## config.mk

```make
export PLATFORM = sky130hd
export DESIGN_NAME = hazard_controller_flat
export DESIGN_NICKNAME = d
export VERILOG_FILES = /design/src/rtl/hazard_controller_if.sv /design/src/rtl/hazard_controller.sv /design/src/flat_wrapper.sv
export SDC_FILE = /design/constraint.sdc
export NUM_CORES = 1
export LEC_CHECK = 0
export CORE_MARGIN = 1.5
export CORE_UTILIZATION = 50
export CTS_CLUSTER_DIAMETER = 40
export DETAILED_ROUTE_END_ITERATION = 10
export HOLD_SLACK_MARGIN = 0.02
export PLACE_DENSITY_LB_ADDON = 0.3
export SLEW_MARGIN = 10
export SYNTH_ARGS = -nofsm -noshare
export SYNTH_HDL_FRONTEND = slang
export SYNTH_SLANG_ARGS = --single-unit
```

## constraint.sdc

```tcl
create_clock -name clk -period 5.1 [get_ports clk]
set_input_delay 1.02 -clock clk [delete_from_list [all_inputs] [get_ports clk]]
set_output_delay 1.02 -clock clk [all_outputs]
set_load 0.01 [all_outputs]
```

## src/rtl/hazard_controller_if.sv

```systemverilog
`default_nettype none
// ============================================================================
// hazard_controller_if : pipeline-side signals of the hazard controller
// Rev 1.0
// ============================================================================
interface hazard_controller_if;
   logic        forward;
   logic        id_valid;
   logic [3:0]  src1;
   logic [3:0]  src2;
   logic        two_src;
   logic        exe_wb;
   logic        exe_mem_read;
   logic [3:0]  exe_dest;
   logic        mem_wb;
   logic [3:0]  mem_dest;
   logic        mem_req;
   logic        mem_ready;
   logic        branch_taken;
   logic        stat_clr;
   logic        freeze_pc;
   logic        freeze_if_id;
   logic        bubble_id_exe;
   logic        freeze_all;
   logic        flush_if_id;
   logic        mem_timeout;
   logic [15:0] stall_count;

   modport master (
      output forward, id_valid, src1, src2, two_src, exe_wb, exe_mem_read, exe_dest,
             mem_wb, mem_dest, mem_req, mem_ready, branch_taken, stat_clr,
      input  freeze_pc, freeze_if_id, bubble_id_exe, freeze_all, flush_if_id,
             mem_timeout, stall_count
   );

   modport slave (
      input  forward, id_valid, src1, src2, two_src, exe_wb, exe_mem_read, exe_dest,
             mem_wb, mem_dest, mem_req, mem_ready, branch_taken, stat_clr,
      output freeze_pc, freeze_if_id, bubble_id_exe, freeze_all, flush_if_id,
             mem_timeout, stall_count
   );
endinterface
`default_nettype wire

```

## src/rtl/hazard_controller.sv

```systemverilog
`default_nettype none
// ============================================================================
// hazard_controller : stall/bubble/flush/freeze sequencing for the 5-stage core
// Rev 1.0
// ============================================================================
module hazard_controller #(
   parameter int unsigned MEM_TIMEOUT = 16
) (
   input wire logic          clk,
   input wire logic          rst_n,
   hazard_controller_if.slave bus
);
   typedef enum logic [1:0] {
      ST_RUN      = 2'd0,
      ST_MEM_WAIT = 2'd1,
      ST_TIMEOUT  = 2'd2
   } state_t;

   localparam logic [7:0] C_WAIT_LAST = 8'(MEM_TIMEOUT - 1);

   state_t      state_q, state_d;
   logic [7:0]  wait_cnt_q, wait_cnt_d;
   logic [15:0] stall_count_q, stall_count_d;

   logic w_match_exe, w_match_mem, w_hazard;
   logic w_mem_stall, w_timeout;
   logic w_freeze_all, w_flush, w_stall;

   assign w_match_exe = (bus.src1 == bus.exe_dest) | (bus.two_src & (bus.src2 == bus.exe_dest));
   assign w_match_mem = (bus.src1 == bus.mem_dest) | (bus.two_src & (bus.src2 == bus.mem_dest));

   // With forwarding only a load in EXE cannot be bypassed in time.
   assign w_hazard = bus.forward
                   ? (bus.id_valid & bus.exe_wb & bus.exe_mem_read & w_match_exe)
                   : (bus.id_valid & ((bus.exe_wb & w_match_exe) | (bus.mem_wb & w_match_mem)));

   always_ff @(posedge clk) begin
      if (!rst_n) begin
         state_q       <= ST_RUN;
         wait_cnt_q    <= 8'd0;
         stall_count_q <= 16'd0;
      end else begin
         state_q       <= state_d;
         wait_cnt_q    <= wait_cnt_d;
         stall_count_q <= stall_count_d;
      end
   end

   always_comb begin
      state_d     = state_q;
      wait_cnt_d  = wait_cnt_q;
      w_mem_stall = 1'b0;
      w_timeout   = 1'b0;
      case (state_q)
         ST_RUN: begin
            if (bus.mem_req && !bus.mem_ready) begin
               w_mem_stall = 1'b1;
               state_d     = ST_MEM_WAIT;
               wait_cnt_d  = 8'd1;
            end
         end
         ST_MEM_WAIT: begin
            if (bus.mem_ready) begin
               state_d    = ST_RUN;
               wait_cnt_d = 8'd0;
            end else begin
               w_mem_stall = 1'b1;
               if (wait_cnt_q == C_WAIT_LAST) begin
                  state_d    = ST_TIMEOUT;
                  wait_cnt_d = 8'd0;
               end else begin
                  wait_cnt_d = wait_cnt_q + 8'd1;
               end
            end
         end
         ST_TIMEOUT: begin
            w_timeout = 1'b1;
            state_d   = ST_RUN;
         end
         default: begin
            state_d    = ST_RUN;
            wait_cnt_d = 8'd0;
         end
      endcase
   end

   assign w_freeze_all = rst_n & w_mem_stall;
   assign w_flush      = rst_n & bus.branch_taken & ~w_mem_stall;
   assign w_stall      = rst_n & w_hazard & ~bus.branch_taken & ~w_mem_stall;

   always_comb begin
      stall_count_d = stall_count_q;
      if (bus.stat_clr) begin
         stall_count_d = 16'd0;
      end else if (w_stall && (stall_count_q != 16'hFFFF)) begin
         stall_count_d = stall_count_q + 16'd1;
      end
   end

   assign bus.freeze_all    = w_freeze_all;
   assign bus.flush_if_id   = w_flush;
   assign bus.bubble_id_exe = w_stall;
   assign bus.freeze_pc     = w_stall | w_freeze_all;
   assign bus.freeze_if_id  = w_stall | w_freeze_all;
   assign bus.mem_timeout   = rst_n & w_timeout;
   assign bus.stall_count   = stall_count_q;

endmodule
`default_nettype wire

```

## src/flat_wrapper.sv

```systemverilog
// flat-port wrapper written by rule: the top's interface ports become plain ports
module hazard_controller_flat 
#(
   parameter int unsigned MEM_TIMEOUT = 16
)
  (clk, rst_n, bus_forward, bus_id_valid, bus_src1, bus_src2, bus_two_src, bus_exe_wb, bus_exe_mem_read, bus_exe_dest, bus_mem_wb, bus_mem_dest, bus_mem_req, bus_mem_ready, bus_branch_taken, bus_stat_clr, bus_freeze_pc, bus_freeze_if_id, bus_bubble_id_exe, bus_freeze_all, bus_flush_if_id, bus_mem_timeout, bus_stall_count);
  hazard_controller_if bus_i ();
  input wire logic clk;
  input wire logic rst_n;
  input wire logic [$bits(bus_i.forward)-1:0] bus_forward;
  input wire logic [$bits(bus_i.id_valid)-1:0] bus_id_valid;
  input wire logic [$bits(bus_i.src1)-1:0] bus_src1;
  input wire logic [$bits(bus_i.src2)-1:0] bus_src2;
  input wire logic [$bits(bus_i.two_src)-1:0] bus_two_src;
  input wire logic [$bits(bus_i.exe_wb)-1:0] bus_exe_wb;
  input wire logic [$bits(bus_i.exe_mem_read)-1:0] bus_exe_mem_read;
  input wire logic [$bits(bus_i.exe_dest)-1:0] bus_exe_dest;
  input wire logic [$bits(bus_i.mem_wb)-1:0] bus_mem_wb;
  input wire logic [$bits(bus_i.mem_dest)-1:0] bus_mem_dest;
  input wire logic [$bits(bus_i.mem_req)-1:0] bus_mem_req;
  input wire logic [$bits(bus_i.mem_ready)-1:0] bus_mem_ready;
  input wire logic [$bits(bus_i.branch_taken)-1:0] bus_branch_taken;
  input wire logic [$bits(bus_i.stat_clr)-1:0] bus_stat_clr;
  output wire logic [$bits(bus_i.freeze_pc)-1:0] bus_freeze_pc;
  output wire logic [$bits(bus_i.freeze_if_id)-1:0] bus_freeze_if_id;
  output wire logic [$bits(bus_i.bubble_id_exe)-1:0] bus_bubble_id_exe;
  output wire logic [$bits(bus_i.freeze_all)-1:0] bus_freeze_all;
  output wire logic [$bits(bus_i.flush_if_id)-1:0] bus_flush_if_id;
  output wire logic [$bits(bus_i.mem_timeout)-1:0] bus_mem_timeout;
  output wire logic [$bits(bus_i.stall_count)-1:0] bus_stall_count;
  assign bus_i.forward = bus_forward;
  assign bus_i.id_valid = bus_id_valid;
  assign bus_i.src1 = bus_src1;
  assign bus_i.src2 = bus_src2;
  assign bus_i.two_src = bus_two_src;
  assign bus_i.exe_wb = bus_exe_wb;
  assign bus_i.exe_mem_read = bus_exe_mem_read;
  assign bus_i.exe_dest = bus_exe_dest;
  assign bus_i.mem_wb = bus_mem_wb;
  assign bus_i.mem_dest = bus_mem_dest;
  assign bus_i.mem_req = bus_mem_req;
  assign bus_i.mem_ready = bus_mem_ready;
  assign bus_i.branch_taken = bus_branch_taken;
  assign bus_i.stat_clr = bus_stat_clr;
  assign bus_freeze_pc = bus_i.freeze_pc;
  assign bus_freeze_if_id = bus_i.freeze_if_id;
  assign bus_bubble_id_exe = bus_i.bubble_id_exe;
  assign bus_freeze_all = bus_i.freeze_all;
  assign bus_flush_if_id = bus_i.flush_if_id;
  assign bus_mem_timeout = bus_i.mem_timeout;
  assign bus_stall_count = bus_i.stall_count;
  hazard_controller #(.MEM_TIMEOUT(MEM_TIMEOUT)) u_core (.clk(clk), .rst_n(rst_n), .bus(bus_i));
endmodule
```

## Word-level counts from Yosys, hierarchy flattened

Index checks and enable logic that the tools add are counted.

- Register bits: 26
- Memories: 0
- ROM bits: 0
- Memory bits (writable): 0
- Latch bits: 0
- Input port bits: 28

- Magnitude comparators: 0
- Shift operators: 0
- Add/sub/neg operators: 2
- Bitwise logic cells: 23
- Equal/unequal tests: 10
- Div/mod/pow operators: 0
- Multiplexer cells: 13
- Multipliers: 0
- Reduce and logical (&&, ||, !) cells: 7

Operators with widths:

| cell | count |
|---|---|
| 8-bit two-way mux | 3 |
| 8-bit one-hot mux with 3 select lines | 1 |
| 16-bit by 1-bit adder with 16-bit output, second input constant | 1 |
| 4-bit equality test | 4 |
| 16-bit != test, second input constant | 1 |
| 1-bit AND | 15 |
| 8-bit by 1-bit adder with 8-bit output, second input constant | 1 |
| 8-bit by 4-bit equality test with 1-bit output, second input constant | 1 |
| 2-bit two-way mux | 3 |
| 1-bit two-way mux | 4 |
| 1-bit NOT | 4 |
| 1-bit bitwise OR | 4 |
| 2-bit one-hot mux with 2 select lines | 1 |
| 2-bit AND reduction | 2 |
| 3-bit by 2-bit != test with 1-bit output, second input constant | 1 |
| 2-bit by 1-bit equality test with 1-bit output, second input constant | 1 |
| 2-bit equality test, second input constant | 1 |
| 1-bit logical AND | 2 |
| 2-bit zero test | 1 |
| 2-bit by 1-bit != test with 1-bit output, second input constant | 1 |
| 1-bit one-hot mux with 2 select lines | 1 |
| 2-bit OR reduction | 1 |
| 1-bit zero test | 1 |

## Logic depth before layout (Yosys ltp)

Gate-level depths: netlist of run 1.

- Depth after elaboration: 11
- Gate-level depth with buffers: 8
- Mapped depth without buffers: 7

## Worst setup path before layout of run 1

OpenSTA, ideal clock, no wires.

- Path kind: input to output
- Start: input port bus_mem_req
- End: output port bus_freeze_pc
- Arrival: 2526 ps
- Cell stages on the path: 8
- Setup slack: 1554 ps
- Buffers on the path: 3
- Cells stage by stage: nor3b_1 > nor3b_1 > nand2_1 > a21o_1 > clkbuf_1 > buf_2 > nand2b_1 > buf_4

- Cells in the longest elaborated chain, start to end: 6

RTL lines:

| element | line | text |
|---|---|---|
| from (decl) | flat_wrapper.sv:20 | `input wire logic [$bits(bus_i.mem_req)-1:0] bus_mem_req;` |
| 1-bit logical AND * | hazard_controller.sv:56 | `if (bus.mem_req && !bus.mem_ready) begin` |
| 1-bit two-way mux * | hazard_controller.sv:56 |  |
| 1-bit one-hot mux with 2 select lines * | hazard_controller.sv:54 | `case (state_q)` |
| 1-bit NOT | hazard_controller.sv:89 | `assign w_stall = rst_n & w_hazard & ~bus.branch_taken & ~w_mem_stall;` |
| 1-bit AND | hazard_controller.sv:89 |  |
| 1-bit bitwise OR * | - |  |
| to (decl) | flat_wrapper.sv:24 | `output wire logic [$bits(bus_i.freeze_pc)-1:0] bus_freeze_pc;` |

Mark *: on every way between the ends. The rest lies on a longest branch, timed or not.

## Final worst setup path of run 1

- Start: input port rst_n
- End: output port bus_bubble_id_exe

- Cells in the longest elaborated chain, start to end: 3

RTL lines:

| element | line | text |
|---|---|---|
| from (decl) | flat_wrapper.sv:9 | `input wire logic rst_n;` |
| 1-bit AND (3 in a row) | hazard_controller.sv:89 |  |
| to (decl) | flat_wrapper.sv:26 | `output wire logic [$bits(bus_i.bubble_id_exe)-1:0] bus_bubble_id_exe;` |

No other way between the ends.

==> flow_summary.rst, run 1 <==
.. list-table::
   :header-rows: 1

   * - Metric
     - Value
   * - Result of the run
     - completed
   * - Post-synth top area share
     - 33.0%
   * - Count of warnings emitted by yosys
     - 0
   * - Starting DRT DRC Count
     - 44
   * - Total Nets Final
     - roughly 270
   * - Cell at the root of the clock tree
     - sky130_fd_sc_hd__clkbuf_4
   * - Buf/Inv on CP
     - 4
   * - Synthesized instance count
     - roughly 190
   * - Later-pin clock latency in the skew report
     - between 0.3 and 0.4 ns
   * - Crit-path cells
     - clkdlybuf4s50_1, nor3b_1, nand2_1, a21o_1, buf_4, inv_1, clkdlybuf4s50_1
   * - RR Startpoint
     - u_core.bus.stall_count[0]
   * - Peak clock frequency supported by timing
     - 232 MHz
   * - Total global-route track usage
     - 22.0%
   * - Post-Synthesis Cell Area
     - 1580 sq um
   * - Initial Utilization
     - 52.1%
   * - Worst endpoint data arrival time
     - approximately 3.3 ns
   * - Met3 demand-to-capacity share in global routing
     - 3.93%
   * - # diodes
     - 0
   * - Most numerous cell types in the synthesized netlist
     - sky130_fd_sc_hd__dfxtp_1 (26), sky130_fd_sc_hd__nor2_1 (15), sky130_fd_sc_hd__a21oi_1 (13), sky130_fd_sc_hd__xnor2_1 (12)
   * - Transition time at the pin with the least slew margin
     - 0.621 ns
   * - Maximum fanout along the worst path
     - 24
   * - Global-route track usage on met2
     - a little over a third
   * - I/O Pins
     - 50
   * - Count of hold-fix buffers inserted at cts
     - 0
   * - H-tree depth reported by CTS
     - 1
   * - CP Class
     - input port to output port
   * - Largest net degree at the start of global routing
     - 25
   * - Setup crit start
     - rst_n
   * - Total clock buffers created by CTS
     - 3
   * - Endpoint kind of the worst setup timing path
     - output port
   * - Total design power
     - approximately 0.35 mW
   * - Peak VDD IR
     - 0.140 mV
   * - TritonCTS clock tree
     - yes
   * - Share of layout cells above drive strength 1
     - 3.40%
   * - Global routing usage on met1
     - between 20 and 30%
   * - Die Area
     - approximately 3500 sq um
   * - Power per cell area
     - 166 nW/um^2
   * - Cells taking the most area after synthesis
     - sky130_fd_sc_hd__dfxtp_1 (33%), sky130_fd_sc_hd__xnor2_1 (6.7%), sky130_fd_sc_hd__xor2_1 (5.0%)
   * - Sequential element share of the synthesized area
     - 33.0%
   * - Max Transition Viols Final
     - 0
   * - Post-route antenna net violation count
     - 0
   * - Detailed placement HPWL
     - ~2800 um
   * - Startpoint types
     - input port
   * - Asr flop ratio synth
     - 0%
   * - Yosys cell types
     - 43
   * - Die Y-Extent
     - 59.2 um
   * - Final critical delay including setup and external delays
     - 4.32 ns
   * - Critical Path Most Common Cell
     - sky130_fd_sc_hd__clkdlybuf4s50_1
   * - First-pass GRT wire length
     - 6000 um
   * - Final clock skew
     - between 0.01 and 0.015 ns
   * - Syn_area_per_cell
     - 8.27 sq um
   * - Net count after synthesis
     - between 200 and 250
   * - Clock Tree Buf Depth
     - 2
   * - Reported max-cap violation count
     - 0
   * - Normalized max-slew margin
     - 58.6%
   * - Cells resized by post-CTS repair
     - 0
   * - Critical path's largest stage delay
     - roughly 0.63 ns
   * - Standby leakage power
     - 0.692 nW
   * - Port Buffer Count
     - 49
   * - Most frequently used flop master after synthesis
     - sky130_fd_sc_hd__dfxtp_1
   * - Cell with the most instances after synthesis
     - sky130_fd_sc_hd__dfxtp_1
   * - Rows
     - 20
   * - Number of fill cells in the layout
     - between 200 and 300
   * - Vias in the first global route
     - 1379
   * - WL final
     - 3740 um
   * - Synthesis-stage register bit count
     - 26
   * - Min-delay worst type
     - flop to flop
   * - Die Width
     - a little under 60 um
   * - Routed vias
     - 1582
   * - Largest delay contributor family on the critical path
     - buffers and inverters
   * - Count of buffers added by post-CTS timing repair for setup
     - 0
   * - Final hold violation count
     - 0
   * - Setup TNS
     - 0 ns
   * - Critical path's slowest cell
     - sky130_fd_sc_hd__clkdlybuf4s50_1
   * - Post-detailed-route via-to-cell ratio
     - 5.67
   * - Remaining global-route overflow
     - 0
   * - Most area-hungry cell type in the Yosys netlist
     - sky130_fd_sc_hd__dfxtp_1
   * - Unrepaired setup endpoints after global routing
     - no
   * - First-pass iteration count of the detailed router
     - 4
   * - Global placement routability congestion
     - 0.805
   * - Remaining design rule violation count
     - 0
   * - Fin crit share
     - 84.6%
   * - Antenna violations before repair
     - 0
   * - GR peak layer
     - met2
   * - Average routed wire per standard cell
     - approximately 13 um
   * - Clock transition at the register clock pins on the worst setup and hold paths after CTS
     - 0.14 ns
   * - Final setup vio count
     - 0
   * - Number of sinks on the clock net
     - 26
   * - Launch instance of the worst min-delay path
     - u_core.bus.stall_count[6]
   * - Area Growth Syn to Fin
     - 33.0%
   * - Core Footprint
     - 3030 sq um
   * - Required time reported for the critical path endpoint
     - 4.08 ns
   * - Number of enable flip-flop cells after synthesis
     - 0
flip-flops by register name (all words and copies together), names as in the netlist:
signal	count
u_core.bus.stall_count	16
u_core.wait_cnt_q	8
u_core.state_q	2
metal layers:
metal | wire length, um | part of all wire (%) | vias up
met5 | 0 | 0 | -
met4 | 40 | 1.1 | 0
met3 | 305 | 8.2 | 5
met2 | 1680 | 45 | 58
met1 | 1710 | 46 | 722
li1 | - | - | 797
cells in the final DEF (no fill, tap or decap), types with 2 or more instances in the layout:
cell type / n
sky130_fd_sc_hd__a21oi_1: 13
sky130_fd_sc_hd__nand2b_1: 3
sky130_fd_sc_hd__nand2_1: 10
sky130_fd_sc_hd__clkbuf_4: 3
sky130_fd_sc_hd__xor2_1: 9
sky130_fd_sc_hd__o31ai_1: 10
sky130_fd_sc_hd__ha_1: 2
sky130_fd_sc_hd__and3_1: 3
sky130_fd_sc_hd__nand3_1: 10
sky130_fd_sc_hd__dfxtp_1: 26
sky130_fd_sc_hd__xnor2_1: 12
sky130_fd_sc_hd__nor3b_1: 3
sky130_fd_sc_hd__and4_1: 2
sky130_fd_sc_hd__nor2_1: 15
sky130_fd_sc_hd__and3_4: 2
sky130_fd_sc_hd__and2_1: 6
sky130_fd_sc_hd__nor2b_1: 5
sky130_fd_sc_hd__o21ai_0: 8
sky130_fd_sc_hd__or3_1: 3
sky130_fd_sc_hd__clkdlybuf4s50_1: 49
sky130_fd_sc_hd__o21a_1: 2
sky130_fd_sc_hd__inv_1: 4
sky130_fd_sc_hd__nand4_1: 6
sky130_fd_sc_hd__o2111ai_1: 2
sky130_fd_sc_hd__or4_1: 10
final cells by class:
cell class | count | area [sq um] | share of cell area (%)
multi-input combinational | 152 | 990 | 47.1
inverter | 4 | 15.0 | 0.715
clock buffer | 3 | 22.5 | 1.07
timing repair buffer | 50 | 498 | 23.7
tap | 44 | 55.1 | 2.62
sequential | 26 | 520 | 24.8
stage by stage:
stage | setup slack [ns] | instances | util [%] | hold WS [ns] | cell area (sq um)
detailed placement | 0.806 | 276 | 68.6 | 0.497 | 2080
global placement | 0.883 | 276 | 68.6 | 0.490 | 2080
floorplan | 1.55 | 191 | - | 0.476 | 1580
global route | 0.636 | 279 | 69.4 | 0.547 | 2100
CTS | 0.790 | 279 | 69.4 | 0.519 | 2100
finish | 0.785 | 279 | 69.4 | 0.519 | 2100
cell families after synthesis:
family / count (synthesis) / synth area share, %
and+or+nand+nor: 84 / 30.7
AOI/OAI and AO/OA: 45 / 18.7
DFF: 26 / 33.0
xor gates and xnor gates: 21 / 11.6
buffers and inverters: 13 / 4.36
adders and majority gates: 2 / 1.58
path summary, 6_finish.rpt:
check                           cells after the start  slack, ns                         end
worst min register to register                      2       0.52   u_core.bus.stall_count[6]
worst max-delay path                                7       0.78           bus_bubble_id_exe
worst min-delay path                                2       0.52   u_core.bus.stall_count[6]
worst max register to register                      6       2.85  u_core.bus.stall_count[14]
worst register-to-register path, stage by stage (launching register included):
cell and delay, ns:
sky130_fd_sc_hd__dfxtp_1 0.39, sky130_fd_sc_hd__ha_1 0.28, sky130_fd_sc_hd__and4_1 0.26, sky130_fd_sc_hd__and2_2 0.27, sky130_fd_sc_hd__or4_1 0.51, sky130_fd_sc_hd__or3_1 0.32, sky130_fd_sc_hd__a21oi_1 0.16
where the power goes:
group	internal (mW)	switching (mW)	total, mW
Sequential	0.204	0.00146	0.206
Combinational	0.0347	0.0247	0.0594
Clock	0.0276	0.0569	0.0845
Note: power is estimated with default switching activity, not from simulation.
==> run 2: changes to the inputs <==
--- a/config.mk
+++ b/config.mk
@@ -6,7 +6,7 @@
 export NUM_CORES = 1
 export LEC_CHECK = 0
 export CORE_MARGIN = 1.5
-export CORE_UTILIZATION = 50
+export CORE_UTILIZATION = 42
 export CTS_CLUSTER_DIAMETER = 40
 export DETAILED_ROUTE_END_ITERATION = 10
 export HOLD_SLACK_MARGIN = 0.02
==> constraint.sdc (replaced) <==
create_clock -name clk -period 3.6 [get_ports clk]
set_input_delay 0.72 -clock clk [delete_from_list [all_inputs] [get_ports clk]]
set_output_delay 0.72 -clock clk [all_outputs]
set_load 0.01 [all_outputs]
==> flow_summary.rst, run 2 (synthesis gave the netlist of run 1 again) <==
.. list-table::
   :header-rows: 1

   * - Metric
     - Value
   * - Post-detailed-route via-to-cell ratio
     - 5.41 (-4.5%)
   * - Startpoint types
     - input port
   * - Total design power
     - 0.565 mW (+62%)
   * - Peak clock frequency supported by timing
     - 298 MHz
   * - Count of buffers added by post-CTS timing repair for setup
     - 0 (unchanged)
   * - Worst endpoint data arrival time
     - 2.63 ns (-0.67 ns)
   * - Min-delay worst type
     - flop to flop
   * - Core Footprint
     - 3630 sq um (+20%)
   * - Count of hold-fix buffers inserted at cts
     - 0 (unchanged)
   * - Power per cell area
     - 262 nW/um^2 (+57%)
   * - Launch instance of the worst min-delay path
     - u_core.bus.stall_count[4]
   * - Die Y-Extent
     - 64.3 um (+8.6%)
   * - Cells resized by post-CTS repair
     - 0 (unchanged)
   * - Total Nets Final
     - 270 (+1.1%)
   * - Final setup vio count
     - 0 (unchanged)
   * - Normalized max-slew margin
     - 57.7% (-0.88 points)
   * - Starting DRT DRC Count
     - 61 (+39%)
   * - H-tree depth reported by CTS
     - 1 (unchanged)
   * - Placement Cell Area
     - 2110 sq um (+1.3%)
   * - Maximum fanout along the worst path
     - 4 (-83%)
   * - I/O Pins
     - 50 (unchanged)
   * - Reported max-cap violation count
     - 0 (unchanged)
   * - TritonCTS clock tree
     - yes
   * - Transition time at the pin with the least slew margin
     - 0.634 ns (+0.0132 ns)
   * - Post-route cell area
     - 2160 sq um (+2.9%)
   * - Share of layout cells above drive strength 1
     - 5.02% (+1.6 points)
   * - Port Buffer Count
     - 49 (unchanged)
   * - Largest delay contributor family on the critical path
     - buffers and inverters
   * - # diodes
     - 0 (unchanged)
   * - Unrepaired setup endpoints after global routing
     - no
   * - Area Growth Syn to Fin
     - 36.8%
   * - Largest net degree at the start of global routing
     - 24 (-4.0%)
   * - Fin crit share
     - 93.2%
   * - Total global-route track usage
     - 18.4% (-3.6 points)
   * - Antenna violations before repair
     - 0 (unchanged)
   * - Global placement routability congestion
     - 0.795 (-1.2%)
   * - Average routed wire per standard cell
     - 13.0 um (-3.1%)
   * - Initial Utilization
     - 43.5% (-8.7 points)
   * - Max FFs per register
     - 16 (unchanged)
   * - Clock transition at the register clock pins on the worst setup and hold paths after CTS
     - 0.10 ns (-0.04 ns)
   * - Rows
     - 22 (+10%)
   * - Number of sinks on the clock net
     - 26 (unchanged)
   * - Max Transition Viols Final
     - 0 (unchanged)
   * - Routed vias
     - 1554 (-1.8%)
   * - Remaining design rule violation count
     - 0 (unchanged)
   * - Clock Tree Buf Depth
     - 2 (unchanged)
   * - First-pass iteration count of the detailed router
     - 4 (unchanged)
   * - Final critical delay including setup and external delays
     - 3.35 ns
   * - Final worst-path setup slack
     - 0.247 ns (-0.538 ns)
   * - WL final
     - 3730 um (-0.32%)
   * - Detailed placement HPWL
     - 2790 um (-1.8%)
   * - Vias in the first global route
     - 1362 (-1.2%)
   * - Place WS
     - 0.239 ns (-0.566 ns)
   * - Most common library cell in the layout ignoring fill and taps
     - sky130_fd_sc_hd__clkdlybuf4s50_1
   * - First-pass GRT wire length
     - 6160 um (+2.8%)
   * - Final hold violation count
     - 0 (unchanged)
   * - Remaining global-route overflow
     - 0 (unchanged)
   * - Total clock buffers created by CTS
     - 3 (unchanged)
   * - RR Startpoint
     - u_core.bus.stall_count[0]
   * - Required time reported for the critical path endpoint
     - 2.88 ns (-1.20 ns)
   * - Most used cells in the layout excluding fill and tap cells
     - sky130_fd_sc_hd__clkdlybuf4s50_1 (49), sky130_fd_sc_hd__dfxtp_1 (26), sky130_fd_sc_hd__nor2_1 (15)
   * - Die Width
     - 64.3 um (+8.6%)
   * - Crit-path cells
     - clkdlybuf4s50_1, nor3b_1, nor3b_1, nand2_1, a21o_1, nand2b_1, clkdlybuf4s50_1
   * - Critical path's slowest cell
     - sky130_fd_sc_hd__clkdlybuf4s50_1
   * - Standby leakage power
     - 0.722 nW (+4.4%)
   * - Cell at the root of the clock tree
     - sky130_fd_sc_hd__clkbuf_8
   * - Buf/Inv on CP
     - 2 (-2)
   * - Setup TNS
     - 0 ns (unchanged)
   * - Final clock skew
     - 0.0102 ns (-0.00303 ns)
   * - CP Class
     - input port to output port
   * - Peak VDD IR
     - 0.191 mV (+36%)
   * - Result of the run
     - completed
   * - Post-route antenna net violation count
     - 0 (unchanged)
   * - Setup crit start
     - bus_mem_ready
   * - Endpoint kind of the worst setup timing path
     - output port
   * - Die Area
     - 4140 sq um (+18%)
   * - Critical path's largest stage delay
     - 0.54 ns (-0.09 ns)
   * - Later-pin clock latency in the skew report
     - 0.27 ns (-0.05 ns)
-- run 2: cell types whose count changed in the layout (fill, tap and decap cells not counted) --
cell                       delta
sky130_fd_sc_hd__buf_4        +3
sky130_fd_sc_hd__clkbuf_8     +4
sky130_fd_sc_hd__clkbuf_4     -3
-- run 2: routing by layer --
metal	track usage (%)	up-vias	part of all wire, %
met2	30.1	30	45
met1	24.9	719	50
met3	3.70	2	4.3
met5	0	-	0
li1	-	803	-
met4	3.99	0	0.67
-- run 2: path summary, 6_finish.rpt --
kind | slack (ns) | end | cells after the start
worst max register to register | 1.38 | u_core.bus.stall_count[14] | 6
worst max-delay path | 0.25 | bus_freeze_if_id | 7
worst min register to register | 0.50 | u_core.bus.stall_count[4] | 2
worst min-delay path | 0.50 | u_core.bus.stall_count[4] | 2
-- run 2: power by group --
part | switching, mW | leakage, nW | total, mW | internal, mW
clock network | 0.0911 | 0.0288 | 0.189 | 0.0977
logic | 0.0346 | 0.484 | 0.0852 | 0.0507
registers | 0.00222 | 0.210 | 0.291 | 0.289
-- run 2: layout make-up --
| class | count | area (sq um) |
|---|---|---|
| timing repair buffer | 53 | 520 |
| inverter | 4 | 15.0 |
| sequential | 26 | 520 |
| fill | 334 | 1470 |
| multi-input combinational | 152 | 990 |
| tap | 48 | 60.1 |
| clock buffer | 4 | 55.1 |
-- run 2: tightest hold or removal path: stages (launching register included) --
cell and delay, ns:
sky130_fd_sc_hd__dfxtp_1 0.34, sky130_fd_sc_hd__o31ai_1 0.07, sky130_fd_sc_hd__a21oi_1 0.06
-- run 2: metrics by stage --
| stage | utilization, % | instances | hold slack [ns] |
|---|---|---|---|
| final | 59.5 | 287 | 0.504 |
| after global routing | 59.5 | 287 | 0.522 |
| after CTS | 59.5 | 287 | 0.501 |
| after detailed placement | 58.0 | 283 | 0.488 |
| after global placement | 58.0 | 283 | 0.476 |
| after floorplan | - | 191 | 0.476 |
==> run 3: changes to the inputs <==
==> constraint.sdc (replaced) <==
create_clock -name clk -period 2.85 [get_ports clk]
set_input_delay 0.57 -clock clk [delete_from_list [all_inputs] [get_ports clk]]
set_output_delay 0.57 -clock clk [all_outputs]
set_load 0.01 [all_outputs]
==> flow_summary.rst, run 3 (synthesis gave the netlist of run 1 again) <==
.. list-table::
   :header-rows: 1

   * - Metric
     - Value
   * - Post-route antenna net violation count
     - 0 (unchanged)
   * - Min-delay worst type
     - flop to flop
   * - Die Y-Extent
     - 64.3 um (unchanged)
   * - CP Class
     - input port to output port
   * - Most common library cell in the layout ignoring fill and taps
     - sky130_fd_sc_hd__clkdlybuf4s50_1
   * - Required time reported for the critical path endpoint
     - 2.28 ns (-0.60 ns)
   * - Power per cell area
     - 353 nW/um^2 (+35%)
   * - Peak clock frequency supported by timing
     - about 360 MHz
   * - Area Growth Syn to Fin
     - 40.2%
   * - Routed vias
     - 1592 (+2.4%)
   * - Number of sinks on the clock net
     - 26 (unchanged)
   * - First-pass iteration count of the detailed router
     - 6 (+2)
   * - Core Footprint
     - 3630 sq um (unchanged)
   * - Clock Tree Buf Depth
     - 2 (unchanged)
   * - H-tree depth reported by CTS
     - 1 (unchanged)
   * - Final worst-path setup slack
     - 0.0793 ns (-0.167 ns)
   * - Number of fill cells in the layout
     - 359 (+7.5%)
   * - I/O Pins
     - 50 (unchanged)
   * - Largest net degree at the start of global routing
     - 24 (unchanged)
   * - Final critical delay including setup and external delays
     - roughly 2.8 ns
   * - Rows
     - 22 (unchanged)
   * - Maximum fanout along the worst path
     - 5 (+1)
   * - Max Transition Viols Final
     - 0 (unchanged)
   * - Max FFs per register
     - 16 (unchanged)
   * - Clock transition at the register clock pins on the worst setup and hold paths after CTS
     - 0.09 ns (about the same)
   * - Most used cells in the layout excluding fill and tap cells
     - sky130_fd_sc_hd__clkdlybuf4s50_1 (46), sky130_fd_sc_hd__dfxtp_1 (26), sky130_fd_sc_hd__nor2_1 (15)
   * - Average routed wire per standard cell
     - 13.3 um (+2.7%)
   * - Reported max-cap violation count
     - 0 (unchanged)
   * - Transition time at the pin with the least slew margin
     - 0.628 ns (-0.00610 ns)
   * - Final clock skew
     - 0.00171 ns (-0.00850 ns)
   * - Total clock buffers created by CTS
     - 3 (unchanged)
   * - Total instance count after detailed placement
     - 287 (+1.4%)
   * - Result of the run
     - completed
   * - Share of layout cells above drive strength 1
     - 7.41% (+2.4 points)
   * - Standby leakage power
     - 0.767 nW (+6.2%)
   * - Remaining global-route overflow
     - 0 (unchanged)
   * - Setup TNS
     - 0 ns (unchanged)
   * - Global placement routability congestion
     - 0.798 (+0.34%)
   * - Placement Cell Area
     - 2140 sq um (+1.4%)
   * - Cell at the root of the clock tree
     - sky130_fd_sc_hd__clkbuf_8
   * - Normalized max-slew margin
     - 58.1% (+0.41 points)
   * - Endpoint kind of the worst setup timing path
     - output port
   * - Peak VDD IR
     - 0.241 mV (+26%)
   * - Initial Utilization
     - 43.5% (unchanged)
   * - TritonCTS clock tree
     - yes
   * - Place WS
     - -0.170 ns (-0.409 ns)
   * - R2R setup slack
     - 0.61 ns (-0.77 ns)
   * - WL final
     - 3880 um (+4.2%)
   * - Post-route worst hold slack
     - 0.496 ns (-0.00819 ns)
   * - # diodes
     - 0 (unchanged)
   * - Antenna violations before repair
     - 0 (unchanged)
   * - Final hold violation count
     - 0 (unchanged)
   * - Die Area
     - 4140 sq um (unchanged)
   * - Total global-route track usage
     - 19.1% (+0.76 points)
   * - Remaining design rule violation count
     - 0 (unchanged)
   * - Total Nets Final
     - 274 (+1.5%)
   * - Startpoint types
     - input port
   * - First-pass GRT wire length
     - 6370 um (+3.4%)
   * - Vias in the first global route
     - 1454 (+6.8%)
   * - Detailed placement HPWL
     - 2880 um (+3.3%)
   * - Die Width
     - 64.3 um (unchanged)
   * - Unrepaired setup endpoints after global routing
     - no
   * - Final setup vio count
     - 0 (unchanged)
   * - Later-pin clock latency in the skew report
     - 0.27 ns (about the same)
   * - Port Buffer Count
     - 49 (unchanged)
   * - Worst endpoint data arrival time
     - 2.20 ns (-0.43 ns)
   * - Fin crit share
     - 97.2%
   * - Final non-filler cell total
     - 291 (+1.4%)
   * - Count of buffers added by post-CTS timing repair for setup
     - 0 (unchanged)
   * - Post-detailed-route via-to-cell ratio
     - 5.47 (+1.0%)
   * - Post-route cell area
     - 2210 sq um (+2.4%)
   * - Starting DRT DRC Count
     - 59 (-3.3%)
==> run 3: final timing paths <==
| kind | start | to | cells after the start |
|---|---|---|---|
| worst max-delay path | bus_mem_ready | bus_freeze_all | 5 |
| worst min-delay path | u_core.bus.stall_count[4] | u_core.bus.stall_count[4] | 2 |
| worst max register to register | u_core.bus.stall_count[0] | u_core.bus.stall_count[15] | 6 |
| worst min register to register | u_core.bus.stall_count[4] | u_core.bus.stall_count[4] | 2 |
==> run 3: layout make-up <==
cell class / count / area [sq um] / area share, %
inverters: 4 / 15.0 / 0.678
flip-flops and latches: 26 / 520 / 23.5
repair buffers: 57 / 547 / 24.7
multi-input cells: 152 / 1000 / 45.2
well taps: 48 / 60.1 / 2.71
clock buffers: 3 / 41.3 / 1.87
clock inverters: 1 / 30.0 / 1.36
==> run 3: where the power goes <==
part | switching [mW] | leakage (nW) | internal (mW)
clock network | 0.114 | 0.0357 | 0.188
registers | 0.00272 | 0.210 | 0.365
logic | 0.0457 | 0.521 | 0.0664
total | 0.162 | 0.767 | 0.619
==> run 3: repair_timing <==
action	CTS	global route
hold buffers	0	0
cloned	0	0
endpoints found under the setup margin	3	1
resized for setup	3	2
==> run 3: worst max-delay path: stages <==
cell	delay [ns]
sky130_fd_sc_hd__clkdlybuf4s50_1	0.46
sky130_fd_sc_hd__nor3b_1	0.31
sky130_fd_sc_hd__buf_4	0.20
sky130_fd_sc_hd__o21a_1	0.13
sky130_fd_sc_hd__clkdlybuf4s50_1	0.54
==> run 3: metrics by stage <==
stage | power, mW | utilization, %
finish | 0.781 | 60.9
global placement | 0.488 | 58.8
CTS | 0.792 | 60.6
detailed placement | 0.489 | 58.8
global route | 0.813 | 60.9
floorplan | 0.423 | -
==> run 3: metal layers <==
metal  share of wire, %  GRT usage, %  vias up
li1                   -             -      814
met1                 47          24.3      736
met2                 48          33.1       38
met3                3.7          3.70        4
met4                1.0          4.79        0
met5                  0             0        -
